## config.mk

```make
export PLATFORM = sky130hd
export DESIGN_NAME = ysyx_22050550_trap_ctrl
export DESIGN_NICKNAME = d
export VERILOG_FILES = /design/src/rtl/ysyx_22050550_trap_ctrl.sv
export SDC_FILE = /design/constraint.sdc
export NUM_CORES = 1
export LEC_CHECK = 0
export ABC_AREA = 1
export CELL_PAD_IN_SITES_DETAIL_PLACEMENT = 0
export CELL_PAD_IN_SITES_GLOBAL_PLACEMENT = 1
export CORE_AREA = 10 10 246 248
export DETAILED_ROUTE_END_ITERATION = 8
export DIE_AREA = 0 0 256 258
export GPL_ROUTABILITY_DRIVEN = 0
export PLACE_DENSITY = 0.61
export SLEW_MARGIN = 5
export SYNTH_ARGS = -nofsm -noshare
export SYNTH_HDL_FRONTEND = slang
export SYNTH_SLANG_ARGS = --single-unit
```

## constraint.sdc

```tcl
create_clock -name clock -period 2.5 [get_ports clock]
set_input_delay 0.5 -clock clock [delete_from_list [all_inputs] [get_ports clock]]
set_output_delay 0.5 -clock clock [all_outputs]
set_load 0.01 [all_outputs]
```

## src/rtl/ysyx_22050550_trap_ctrl.sv

```systemverilog
// Trap sequencer between write-back and the CSR file: detects ecall/mret/timer irq,
// issues one CSR write cycle, then holds a redirect+flush until fetch accepts it.
module ysyx_22050550_trap_ctrl #(
    parameter int XLEN = 64
) (
    input  logic            clock,
    input  logic            reset,
    input  logic            io_WB_valid,
    output logic            io_WB_ready,
    input  logic [XLEN-1:0] io_WB_pc,
    input  logic [XLEN-1:0] io_WB_NextPc,
    input  logic            io_WB_ecall,
    input  logic            io_WB_mret,
    input  logic            io_irq_mtip,
    input  logic [XLEN-1:0] mstatus,
    input  logic [XLEN-1:0] mie,
    input  logic [XLEN-1:0] mtvec,
    input  logic [XLEN-1:0] mepc,
    output logic [7:0]      trap_csren,
    output logic [XLEN-1:0] trap_mepc,
    output logic [XLEN-1:0] trap_mcause,
    output logic [XLEN-1:0] trap_mstatus,
    output logic            io_redirect_valid,
    input  logic            io_redirect_ready,
    output logic [XLEN-1:0] io_redirect_pc,
    output logic            io_flush,
    output logic            io_busy
);

    typedef enum logic [1:0] {
        ST_IDLE  = 2'd0,
        ST_WRITE = 2'd1,
        ST_REDIR = 2'd2
    } state_t;

    localparam logic [XLEN-1:0] MCAUSE_ECALL = XLEN'(64'h0000_0000_0000_000b);
    localparam logic [XLEN-1:0] MCAUSE_MTI   = XLEN'(64'h8000_0000_0000_0007);
    localparam logic [7:0]      CSREN_TRAP   = 8'b0000_1011;
    localparam logic [7:0]      CSREN_RET    = 8'b0000_1000;

    // Trap entry: stack MIE into MPIE, disable interrupts, enter M-mode.
    function automatic logic [XLEN-1:0] trap_mstatus_f(input logic [XLEN-1:0] ms);
        logic [XLEN-1:0] r;
        r        = ms;
        r[7]     = ms[3];
        r[3]     = 1'b0;
        r[12:11] = 2'b11;
        return r;
    endfunction

    // Trap return: restore MIE from MPIE and set MPIE.
    function automatic logic [XLEN-1:0] ret_mstatus_f(input logic [XLEN-1:0] ms);
        logic [XLEN-1:0] r;
        r    = ms;
        r[3] = ms[7];
        r[7] = 1'b1;
        return r;
    endfunction

    state_t          state_r;
    logic [XLEN-1:0] target_r;

    logic            accept_s;
    logic            irq_take_s;
    logic            ev_trap_s;
    logic            ev_ret_s;
    logic [XLEN-1:0] ev_mepc_s;
    logic [XLEN-1:0] ev_mcause_s;
    logic [XLEN-1:0] ev_mstatus_s;
    logic [XLEN-1:0] ev_target_s;
    logic            unused_ok_s;

    assign unused_ok_s = ^{mie[XLEN-1:8], mie[6:0], mtvec[1:0]};

    // Event decode with ecall > mret > timer interrupt priority.
    always_comb begin
        accept_s     = io_WB_valid & io_WB_ready;
        irq_take_s   = io_irq_mtip & mstatus[3] & mie[7];
        ev_trap_s    = 1'b0;
        ev_ret_s     = 1'b0;
        ev_mepc_s    = '0;
        ev_mcause_s  = '0;
        ev_mstatus_s = '0;
        ev_target_s  = '0;
        if (io_WB_ecall) begin
            ev_trap_s    = 1'b1;
            ev_mepc_s    = io_WB_pc;
            ev_mcause_s  = MCAUSE_ECALL;
            ev_mstatus_s = trap_mstatus_f(mstatus);
            ev_target_s  = {mtvec[XLEN-1:2], 2'b00};
        end else if (io_WB_mret) begin
            ev_ret_s     = 1'b1;
            ev_mstatus_s = ret_mstatus_f(mstatus);
            ev_target_s  = mepc;
        end else if (irq_take_s) begin
            ev_trap_s    = 1'b1;
            ev_mepc_s    = io_WB_NextPc;
            ev_mcause_s  = MCAUSE_MTI;
            ev_mstatus_s = trap_mstatus_f(mstatus);
            ev_target_s  = {mtvec[XLEN-1:2], 2'b00};
        end else begin
            ev_trap_s = 1'b0;
        end
    end

    // Sequencer FSM; all outputs are registered and cleared outside their state.
    always_ff @(posedge clock or negedge reset) begin
        if (!reset) begin
            state_r           <= ST_IDLE;
            target_r          <= '0;
            io_WB_ready       <= 1'b1;
            io_busy           <= 1'b0;
            trap_csren        <= 8'h00;
            trap_mepc         <= '0;
            trap_mcause       <= '0;
            trap_mstatus      <= '0;
            io_redirect_valid <= 1'b0;
            io_redirect_pc    <= '0;
            io_flush          <= 1'b0;
        end else begin
            case (state_r)
                ST_IDLE: begin
                    if (accept_s && (ev_trap_s || ev_ret_s)) begin
                        state_r      <= ST_WRITE;
                        io_WB_ready  <= 1'b0;
                        io_busy      <= 1'b1;
                        trap_csren   <= ev_trap_s ? CSREN_TRAP : CSREN_RET;
                        trap_mepc    <= ev_mepc_s;
                        trap_mcause  <= ev_mcause_s;
                        trap_mstatus <= ev_mstatus_s;
                        target_r     <= ev_target_s;
                    end else begin
                        state_r <= ST_IDLE;
                    end
                end
                ST_WRITE: begin
                    state_r           <= ST_REDIR;
                    trap_csren        <= 8'h00;
                    trap_mepc         <= '0;
                    trap_mcause       <= '0;
                    trap_mstatus      <= '0;
                    io_redirect_valid <= 1'b1;
                    io_flush          <= 1'b1;
                    io_redirect_pc    <= target_r;
                end
                ST_REDIR: begin
                    if (io_redirect_ready) begin
                        state_r           <= ST_IDLE;
                        io_redirect_valid <= 1'b0;
                        io_flush          <= 1'b0;
                        io_redirect_pc    <= '0;
                        io_WB_ready       <= 1'b1;
                        io_busy           <= 1'b0;
                        target_r          <= '0;
                    end else begin
                        state_r <= ST_REDIR;
                    end
                end
                default: begin
                    state_r           <= ST_IDLE;
                    target_r          <= '0;
                    io_WB_ready       <= 1'b1;
                    io_busy           <= 1'b0;
                    trap_csren        <= 8'h00;
                    trap_mepc         <= '0;
                    trap_mcause       <= '0;
                    trap_mstatus      <= '0;
                    io_redirect_valid <= 1'b0;
                    io_redirect_pc    <= '0;
                    io_flush          <= 1'b0;
                end
            endcase
        end
    end

endmodule

```

Word-level counts from Yosys, hierarchy flattened

Cells that the tools add are included.

Flip-flop bits (word level): 333
Latch bits: 0
RAM bits: 0
ROM bits: 0
Output and inout bits: 268
Logic and storage cells: 66
Memories kept: 0

$add $sub $neg: 0
$mul: 0
Divide/modulo/power cells: 0
$lt $le $gt $ge: 0
Eq/ne operators: 4
Shifts and indexed selects: 0
Multiplexer cells: 40
Bitwise gates (word level): 6
Reduce and logical (&&, ||, !) cells: 6

Operators with widths:

| kind                                                 | number |
|---|---|
| 2-to-1 mux 64 bit                                    | 17 |
| case mux 64 bit (2 select lines)                     | 3 |
| case mux 64 bit (3 select lines)                     | 2 |
| case mux 8 bit (2 select lines)                      | 1 |
| 2-to-1 mux 1 bit                                     | 10 |
| case mux 1 bit (3 select lines)                      | 3 |
| 2-to-1 mux 8 bit                                     | 1 |
| case mux 2 bit (3 select lines)                      | 1 |
| 2-to-1 mux 2 bit                                     | 2 |
| inequality test 2 bit (second input constant)        | 2 |
| AND reduction 2 bit                                  | 2 |
| AND 1 bit                                            | 3 |
| inverter 1 bit                                       | 3 |
| AND reduction 3 bit                                  | 1 |
| equality test 2 x 1 -> 1 bit (second input constant) | 1 |
| equality test 2 bit (second input constant)          | 1 |
| logical NOT 2 bit                                    | 1 |
| logical AND 1 bit                                    | 1 |
| logical OR 1 bit                                     | 1 |

Longest topological paths before layout

Gate-level depths: netlist (run 1).

Depth after elaboration: 9
Gate-level depth with buffers: 9
Mapped depth without buffers: 7

Worst setup path before layout (run 1)

Ideal clock, no wire load.

Path type: flip-flop to flip-flop
Start: register io_WB_ready
End: register trap_mepc[0]
Setup time: 0.124 ns
Arrival time: 1.340 ns
Required time: 2.376 ns
Setup slack: 1.036 ns
Stages on the path, launching flop included: 10
Clock period less this slack: 1.464 ns
Cells stage by stage: dfstp_2 -> nand2_1 -> inv_1 -> nand2_1 -> nand2_1 -> nand2_2 -> buf_4 -> buf_4 -> nand2_1 -> nand3_1

Longest elaborated chain between the ends: 4

Ends and longest elaborated chain:

| element                                | RTL line | RTL |
|---|---|---|
| start: declaration                     | 9        | `output logic io_WB_ready,` |
| start signal: assignment               | 111      | `io_WB_ready <= 1'b1;` |
| start signal: assignment               | 125      | `io_WB_ready <= 1'b0;` |
| start signal: assignment               | 152      | `io_WB_ready <= 1'b1;` |
| AND 1 bit                              | 77       | `accept_s = io_WB_valid & io_WB_ready;` |
| logical AND 1 bit                      | 123      | `if (accept_s && (ev_trap_s \|\| ev_ret_s)) begin` |
| inequality test 2 bit (no source line) | -        |  |
| AND reduction 2 bit (no source line)   | -        |  |
| end signal: assignment                 | 128      | `trap_mepc <= ev_mepc_s;` |
| end: declaration                       | 20       | `output logic [XLEN-1:0] trap_mepc,` |

No other way between the ends.
A chain may end at the register's enable or synchronous reset.

Worst setup path in the final report (run 1)

Start: register io_WB_ready
End: output port io_WB_ready

No word-level cell between the ends.

==> results of run 1 <==
## flip-flops by register name, summed over array words and instances (netlist names)
register        cells
io_WB_ready         1
io_flush            1
io_redirect_pc     64
trap_mstatus       64
io_busy             1
trap_mepc          64
target_r           64
trap_csren          2
trap_mcause         2
state_r             2
## cells in the mapped netlist
master / instances
sky130_fd_sc_hd__buf_4: 91
sky130_fd_sc_hd__clkbuf_1: 6
sky130_fd_sc_hd__nor2_1: 1
sky130_fd_sc_hd__nand2_2: 1
sky130_fd_sc_hd__dfstp_2: 1
sky130_fd_sc_hd__nor2_8: 2
sky130_fd_sc_hd__buf_2: 37
sky130_fd_sc_hd__inv_1: 7
sky130_fd_sc_hd__nand4_1: 2
sky130_fd_sc_hd__nand2_1: 593
sky130_fd_sc_hd__nand3b_1: 1
sky130_fd_sc_hd__nand3_1: 127
sky130_fd_sc_hd__dfrtp_1: 264
sky130_fd_sc_hd__buf_6: 1
sky130_fd_sc_hd__a22o_1: 64
sky130_fd_sc_hd__nor2_4: 1
sky130_fd_sc_hd__a21oi_1: 2
sky130_fd_sc_hd__o21ai_0: 6
sky130_fd_sc_hd__nand3_4: 1
sky130_fd_sc_hd__conb_1: 1
sky130_fd_sc_hd__inv_2: 5
## final cells by class
class / count / area, um^2
clock inverters: 6 / 35.03
flip-flops and latches: 265 / 6633
inverters: 12 / 45.04
clock buffers: 51 / 1039
multi-input cells: 865 / 3820
well taps: 756 / 945.9
fillers: 5849 / 37500
repair buffers: 556 / 5718
## metal layers
layer  track usage [%]  routed length [um]  up-vias
met5                 0                  18        -
met2             24.09               23980      381
met1             16.84               20020     4908
met3             4.896                3823       60
met4             3.918                1029        4
li1                  -                   -     4800
## path summary, 6_finish.rpt
| kind | slack, ns | cells after the start | startpoint | endpoint |
|---|---|---|---|---|
| worst max-delay path | 0.30 | 1 | io_WB_ready | io_WB_ready |
| worst min-delay path | 0.47 | 2 | trap_mstatus[61] | trap_mstatus[61] |
| worst max register to register | 0.78 | 6 | state_r[0] | trap_mepc[40] |
| worst min register to register | 0.47 | 2 | trap_mstatus[61] | trap_mstatus[61] |
| max in group asynchronous | 1.32 | 3 | reset | target_r[14] |
| min in group asynchronous | 0.48 | 2 | reset | trap_mepc[10] |
## power by group through the flow
| stage | combinational, uW | sequential, uW | clock, uW |
|---|---|---|---|
| finish | 4990 | 6080 | 4780 |
| global route | 5490 | 6210 | 5160 |
| CTS | 5150 | 6080 | 4990 |
| detailed placement | 5120 | 6140 | 0 |
| global placement | 5100 | 6090 | 0 |
| floorplan | 1980 | 6310 | 0 |
## logic make-up (layout without fill, tap and decap cells)
logic type | Yosys count | after routing | share of synthesized area [%]
AO/OA/AOI/OAI | 72 | 72 | 5.389
buffers and inverters | 147 | 625 | 8.499
flip-flops | 265 | 265 | 59.52
other | 1 | 64 | 0.03365
AND/OR/NAND/NOR | 729 | 729 | 26.56
## timing repair
item,CTS,global route
resized for setup,0,0
hold endpoints to repair,35,0
hold buffers,1,0
## stage by stage
stage               hold slack (ns)  setup WS, ns
detailed placement           0.4410        0.1093
global route                 0.4848        0.2219
CTS                          0.4555        0.2377
floorplan                    0.2044         1.036
global placement             0.4492        0.1115
finish                       0.4668        0.3046
==> results.rst, run 1 <==
.. list-table::
   :header-rows: 1

   * - Metric
     - Value
   * - Port Buf Inserts
     - 529
   * - Slowest Stage Delay on Critical Path
     - 0.62 ns
   * - Synthesis-to-finish area growth
     - 63.62%
   * - Largest net degree at the start of global routing
     - 66
   * - Maximum achievable frequency
     - 0.4555 GHz
   * - Final routed DRC violation total
     - 0
   * - DR WL/cell
     - 19.46 um
   * - Sum of negative setup slack
     - 0 ns
   * - Dpl cell area
     - 17150 um^2
   * - Maximum buffer depth of the clock tree
     - 3
   * - Layout cells sized above 1
     - 5.128%
   * - Shortest clock period the worst path allows after layout
     - 2.195 ns
   * - Detailed router's first-iteration violation count
     - 466
   * - Leakage power of the design
     - 0.008461 uW
   * - Cell with the biggest individual delay on the critical path
     - sky130_fd_sc_hd__clkdlybuf4s50_1
   * - Max cap viols
     - 0
   * - First-pass GRT wire length
     - 72170 um
   * - Synthesized area per cell
     - 9.180 um^2
   * - Number of warnings reported in the yosys synthesis log
     - 0
   * - Fin Clk Skew
     - 0.01385 ns
   * - Via count of the first global-routing pass
     - 10770
   * - Proportion of synthesized chip area in sequential cells
     - 59.51%
   * - Total clock buffers created by CTS
     - 35
   * - H-tree levels
     - 2
   * - Final Cycle Share
     - 87.82%
   * - CP delay by family, top
     - buffers and inverters
   * - Clock latency of the later-clocked register in the worst-skew pair
     - 0.52 ns
   * - Status
     - completed
   * - Via total after detailed routing
     - 10150
   * - Netlist area before placement
     - 11140 um^2
   * - Total track usage
     - 14.21%
   * - Net count of the finished layout
     - 2126
   * - Die Y-Extent
     - 258 um
   * - Number of iterations in the first detailed-routing pass
     - 4
   * - Leading cell types in the layout, fill and taps excluded
     - sky130_fd_sc_hd__nand2_1, sky130_fd_sc_hd__clkdlybuf4s50_1, sky130_fd_sc_hd__dfrtp_1
   * - Synthesis-stage register bit count
     - 265
   * - Worst hold path type
     - register to register
   * - PnR Total Power
     - 15860 uW
   * - Kind of critical path
     - register to output port
   * - Worst Path Arrival
     - 1.70 ns
   * - Unrepaired setup endpoints after global routing
     - no
   * - Final count of negative-setup-slack endpoints
     - 0
   * - Cell-internal power
     - 10690 uW
   * - Count of antenna-violating nets left after detailed routing
     - 0
   * - Finished Core Util
     - 32.72%
   * - Final-report max-slew violation count
     - 0
   * - Grt total ovfl
     - 0
   * - Chain of cells forming the critical path
     - clkdlybuf4s50_1
   * - Placed wire-length estimate after detailed placement
     - 36240 um
   * - Synth top area share
     - 59.28%
   * - Final hold viol count
     - 0
   * - Req. time, crit path
     - 2.00 ns
   * - CTS tree
     - done
   * - Synth Instances
     - 1214
   * - Number of unique standard cell types used by synthesis
     - 21
   * - Row cnt
     - 87
   * - Final wirelength
     - 48870 um
   * - Most common library cell in the layout ignoring fill and taps
     - sky130_fd_sc_hd__nand2_1
   * - Switching power share of the total
     - 32.60%
   * - Power per unit of standard cell area
     - 869.6 nW/um^2
   * - Number of buffer and inverter instances along the worst setup path
     - 1
   * - Total die area
     - 66050 um^2
   * - Worst setup EP type
     - output port
   * - Routed vias/inst
     - 4.043
   * - Non-filler instance count after layout
     - 2511
   * - Combinational Power Share
     - 31.5%
   * - Net switching power
     - 5169 uW
   * - Instance count after placement with tap cells included
     - 2453
   * - Ports
     - 659
   * - Post-route cell area
     - 18240 um^2
   * - Register share of total power
     - 38.4%
   * - Cell at the root of the clock tree
     - sky130_fd_sc_hd__clkbuf_16
   * - Post-CTS repair timing setup buffer count
     - 0
   * - Clock power share
     - 30.2%
   * - Die extent in x
     - 256 um
   * - Maximum ir drop on the vdd rail
     - 308.3 uV
   * - Sink count of the clock tree
     - 265
   * - Core region area
     - 55730 um^2
   * - CP Launch Type
     - register
   * - Synth area leaders
     - sky130_fd_sc_hd__dfrtp_1, sky130_fd_sc_hd__nand2_1, sky130_fd_sc_hd__buf_4
   * - Antenna diode count
     - 0
   * - Effective utilization at floorplan
     - 20.00%
   * - Clock input transition at the sequential cells of the worst setup and hold paths
     - 0.05 ns
   * - Initial antenna violation count
     - 2
   * - Leading area contributor after synthesis
     - sky130_fd_sc_hd__dfrtp_1
   * - Worst-path maximum fanout
     - 4
(Power assumes the default switching activity.)
==> inputs of run 2 (changes only) <==
--- a/constraint.sdc
+++ b/constraint.sdc
@@ -3,2 +3,2 @@
 set_output_delay 0.5 -clock clock [all_outputs]
-set_load 0.01 [all_outputs]
+set_load 0.005 [all_outputs]
==> results of run 2 <==
The final DEF is identical to that of run 1. Status: completed.
Main changes from that run: setup slack after layout 0.3046 ns -> 0.3387 ns; total power 15860 uW -> 15570 uW; worst IR drop on VDD 308.3 uV -> 308.1 uV
==> inputs of run 3 (changes only) <==
- ABC_AREA: 1 -> default
- CORE_AREA: 10 10 246 248 -> 10 10 245 247
- DIE_AREA: 0 0 256 258 -> 0 0 255 257
- PLACE_DENSITY: 0.61 -> 0.58
==> run 3 against run 2 <==
  * Wire length fell by 3.8%
  * Sequential share of layout area rose by 0.16 points
  * Global-route usage fell by 0.61 points
  * Maximum frequency fell by 1.1%
  * Highest routed layer unchanged
  * Synthesized cell count fell by 27%
  * Critical path depth did not move
  * Clock skew fell by 0.0033 ns
  * Non-clock buffer count rose by 12
  * Power rose by 27%
  * Combinational power rose by 61%
  * Via count fell by 11%
==> results.rst, run 3 <==
.. list-table::
   :header-rows: 1

   * - Metric
     - Value
   * - Status
     - completed (unchanged)
   * - Sum of negative setup slack
     - 0 ns (unchanged)
   * - Arithmetic-cell share of the synthesized area counting full adders, half adders and majority gates
     - 0% (unchanged)
   * - Slack of the worst reg-to-reg path
     - 0.60 ns (was 0.78 ns)
   * - Cells on worst reg2reg path
     - 7 (was 6)
   * - Xor/xnor cell area share of the yosys netlist
     - 0% (unchanged)
   * - Filler cell count in the final layout
     - 5603 (was 5849)
   * - Kind of critical path
     - register to output port (unchanged)
   * - Synth area leaders
     - sky130_fd_sc_hd__dfrtp_1, sky130_fd_sc_hd__a22o_1, sky130_fd_sc_hd__a221o_1 (was sky130_fd_sc_hd__dfrtp_1, sky130_fd_sc_hd__nand2_1, sky130_fd_sc_hd__buf_4)
   * - Sink count of the clock tree
     - 265 (unchanged)
   * - Proportion of synthesized chip area in sequential cells
     - 61.35% (was 59.51%)
   * - Largest net degree at the start of global routing
     - 63 (was 66)
   * - Worst setup EP type
     - output port (unchanged)
   * - Final wirelength
     - 47020 um (was 48870 um)
   * - Grt total ovfl
     - 0 (unchanged)
   * - CP delay by family, top
     - buffers and inverters (unchanged)
   * - Synthesis-to-finish area growth
     - 67.93% (was 63.62%)
   * - Power per unit of standard cell area
     - 1091 nW/um^2 (was 854.1 nW/um^2)
   * - Number of unique standard cell types used by synthesis
     - 30 (was 21)
   * - Final-report max-slew violation count
     - 0 (unchanged)
   * - Top_reg_cell synth
     - sky130_fd_sc_hd__dfrtp_1 (unchanged)
   * - Worst hold path type
     - register to register (unchanged)
   * - Routed vias/inst
     - 4.203 (was 4.043)
   * - Critical Path Start
     - io_WB_ready (unchanged)
   * - Placed wire-length estimate after detailed placement
     - 35570 um (was 36240 um)
   * - Depth of the critical timing path with buffers and inverters included
     - 1 (unchanged)
   * - Initial antenna violation count
     - 8 (was 2)
   * - CTS tree
     - done (unchanged)
   * - Unrepaired setup endpoints after global routing
     - no (unchanged)
   * - Worst-path maximum fanout
     - 4 (unchanged)
   * - Number of iterations in the first detailed-routing pass
     - 5 (was 4)
   * - Combinational Power Share
     - 38.2% (was 30.2%)
   * - Post-CTS repair timing setup buffer count
     - 0 (unchanged)
   * - Leading area contributor after synthesis
     - sky130_fd_sc_hd__dfrtp_1 (unchanged)
   * - H-tree levels
     - 2 (unchanged)
   * - Final routed DRC violation total
     - 0 (unchanged)
   * - Transition time at the pin with the least slew margin
     - 0.5596 ns
   * - Net switching power
     - 6123 uW (was 4889 uW)
   * - Via count of the first global-routing pass
     - 9703 (was 10770)
   * - Core region area
     - 54880 um^2 (was 55730 um^2)
   * - Synth Instances
     - 884 (was 1214)
   * - PnR Total Power
     - 19810 uW (was 15570 uW)
   * - Number of buffer and inverter instances along the worst setup path
     - 1 (unchanged)
   * - Chain of cells forming the critical path
     - clkdlybuf4s50_1 (unchanged)
   * - Count of antenna-violating nets left after detailed routing
     - 0 (unchanged)
   * - Worst Path Arrival
     - 1.69 ns (was 1.66 ns)
   * - Number of warnings reported in the yosys synthesis log
     - 0 (unchanged)
   * - Max cap viols
     - 0 (unchanged)
   * - Cell-internal power
     - 13690 uW (was 10690 uW)
   * - Switching power share of the total
     - 30.91% (was 31.39%)
   * - Maximum achievable frequency
     - 0.4575 GHz (was 0.4627 GHz)
   * - Slowest Stage Delay on Critical Path
     - 0.60 ns (was 0.59 ns)
   * - Effective utilization at floorplan
     - 19.70% (was 20.00%)
   * - Row cnt
     - 86 (was 87)
   * - Leading cell types in the layout, fill and taps excluded
     - sky130_fd_sc_hd__clkdlybuf4s50_1, sky130_fd_sc_hd__dfrtp_1, sky130_fd_sc_hd__nand2_1 (was sky130_fd_sc_hd__nand2_1, sky130_fd_sc_hd__clkdlybuf4s50_1, sky130_fd_sc_hd__dfrtp_1)
   * - Via total after detailed routing
     - 9002 (was 10150)
   * - Total die area
     - 65540 um^2 (was 66050 um^2)
   * - Register share of total power
     - 35.6% (was 39.1%)
   * - Net count of the finished layout
     - 1803 (was 2126)
   * - Maximum buffer depth of the clock tree
     - 3 (unchanged)
   * - Simple-gate share of the synthesized area
     - 8.946% (was 26.56%)
   * - DR WL/cell
     - 21.95 um (was 19.46 um)
   * - Synth cell count leaders
     - sky130_fd_sc_hd__dfrtp_1, sky130_fd_sc_hd__nand2_1, sky130_fd_sc_hd__a22o_1 (was sky130_fd_sc_hd__nand2_1, sky130_fd_sc_hd__dfrtp_1, sky130_fd_sc_hd__nand3_1)
   * - Hold Buf Count CTS
     - 1 (unchanged)
   * - Final count of negative-setup-slack endpoints
     - 0 (unchanged)
   * - Maximum ir drop on the vdd rail
     - 431.2 uV (was 308.1 uV)
   * - Die Y-Extent
     - 257 um (was 258 um)
   * - Synthesis-stage register bit count
     - 265 (unchanged)
   * - Ports
     - 659 (unchanged)
   * - Netlist area before placement
     - 10810 um^2 (was 11140 um^2)
   * - Fin Clk Skew
     - 0.01054 ns (was 0.01385 ns)
   * - Detailed router's first-iteration violation count
     - 430 (was 466)
   * - Synthesized area per cell
     - 12.23 um^2 (was 9.180 um^2)
   * - Final hold viol count
     - 0 (unchanged)
   * - Total clock buffers created by CTS
     - 34 (was 35)
   * - Critical R2R Capture
     - trap_mepc[47] (was trap_mepc[40])
   * - Largest family of logic cells by synthesized area
     - compound AO/OA/AOI/OAI gates (was simple AND/OR/NAND/NOR gates)
   * - Critical path destination
     - io_WB_ready (unchanged)
   * - Synth top area share
     - 61.10% (was 59.28%)
   * - Port Buf Inserts
     - 529 (unchanged)
   * - Share of the synthesized area in compound gates (AO/OA/AOI/OAI)
     - 21.58% (was 5.389%)
   * - Cell with the biggest individual delay on the critical path
     - sky130_fd_sc_hd__clkdlybuf4s50_1 (unchanged)
   * - Layout cells sized above 1
     - 7.188% (was 5.128%)
   * - Number of gates resized after cts
     - 0 (unchanged)
   * - Slew margin rel.
     - 62.69%
   * - Clock input transition at the sequential cells of the worst setup and hold paths
     - 0.06 ns (was 0.05 ns)
   * - Cell at the root of the clock tree
     - sky130_fd_sc_hd__clkbuf_16 (unchanged)
   * - Final Cycle Share
     - 87.42% (was 86.45%)
   * - Number of enable-type register cells in the synthesized netlist
     - 0 (unchanged)
   * - Req. time, crit path
     - 2.00 ns (about the same)
   * - Proportion of synthesized area in mux cells
     - 0% (unchanged)
   * - Die extent in x
     - 255 um (was 256 um)
   * - Most instantiated library cell after synthesis
     - sky130_fd_sc_hd__dfrtp_1 (was sky130_fd_sc_hd__nand2_1)
   * - Leakage power of the design
     - 0.008136 uW (was 0.008461 uW)
   * - Most common library cell in the layout ignoring fill and taps
     - sky130_fd_sc_hd__clkdlybuf4s50_1 (was sky130_fd_sc_hd__nand2_1)
   * - Total track usage
     - 13.59% (was 14.21%)
   * - Hold Path Cell Cnt
     - 2 (unchanged)
   * - CP Launch Type
     - register (unchanged)
   * - First-pass GRT wire length
     - 67250 um (was 72170 um)
   * - Proportion of synthesized flip-flops having asynchronous set or reset
     - 100.0% (unchanged)
   * - Shortest clock period the worst path allows after layout
     - 2.186 ns (was 2.161 ns)
   * - Launch instance of the worst register-to-register path
     - state_r[1] (was state_r[0])
   * - Clock latency of the later-clocked register in the worst-skew pair
     - 0.52 ns (about the same)
   * - Clock power share
     - 26.2% (was 30.7%)
[run 3: cells by family (layout without fill, tap and decap cells)]
group / after synthesis / after routing
buffers and inverters: 142 / 628
flip-flops: 265 / 265
AO/OA/AOI/OAI: 269 / 269
AND/OR/NAND/NOR: 207 / 207
other: 1 / 69
[run 3: worst min-delay path by stage]
stage | startpoint | end | slack (ns)
final | trap_mstatus[11] | trap_mstatus[11] | 0.46
after global routing | trap_mstatus[11] | trap_mstatus[11] | 0.47
after CTS | trap_mepc[59] | trap_mepc[59] | 0.47
after detailed placement | trap_mepc[24] | trap_mepc[24] | 0.45
after global placement | trap_mepc[27] | trap_mepc[27] | 0.45
after floorplan | reset | io_busy | 0.20
[run 3: power by group through the flow]
stage | Sequential [uW] | Clock [uW] | Combinational, uW
6_report | 7050 | 5190 | 7580
5_1_grt | 7260 | 5560 | 8170
4_1_cts | 7060 | 5400 | 7790
3_5_place_dp | 7110 | 0 | 7750
3_3_place_gp | 7080 | 0 | 7730
2_1_floorplan | 7040 | 0 | 2830
[run 3: metrics by stage]
stage | std cells | setup slack (ns) | hold WS, ns | cell area (um^2) | utilization, %
after floorplan | 947 | 0.7819 | 0.2044 | 11050 | -
after global routing | 2142 | 0.2022 | 0.4733 | 18160 | 33.08
after detailed placement | 2079 | 0.1674 | 0.4549 | 16950 | 30.89
after CTS | 2137 | 0.2125 | 0.4671 | 18140 | 33.06
after global placement | 2079 | 0.1830 | 0.4519 | 16950 | 30.89
final | 2142 | 0.3144 | 0.4636 | 18160 | 33.08
[run 3: worst register-to-register path: stages, from the launching register on]
cell and delay [ns]:
sky130_fd_sc_hd__dfrtp_1 0.47, sky130_fd_sc_hd__nand4bb_1 0.22, sky130_fd_sc_hd__buf_4 0.19, sky130_fd_sc_hd__nor4_4 0.27, sky130_fd_sc_hd__buf_12 0.20, sky130_fd_sc_hd__buf_12 0.22, sky130_fd_sc_hd__a22oi_1 0.16, sky130_fd_sc_hd__nand2_1 0.10
[run 3: layout make-up]
cell class	count	area (um^2)	area share (%)
flip-flops and latches	265	6633	36.53
repair buffers	568	5821	32.06
multi-input cells	540	3616	19.92
clock buffers	47	1001	5.513
well taps	704	880.8	4.851
clock inverters	10	181.4	0.9992
diodes	5	12.51	0.06891
inverters	3	11.26	0.06202
[run 3: layer usage]
layer | wire length (um) | up-vias | track usage, %
li1 | - | 4172 | -
met1 | 18530 | 4411 | 15.22
met2 | 23060 | 366 | 23.06
met3 | 4470 | 51 | 5.262
met4 | 942 | 2 | 4.778
met5 | 17 | - | 0
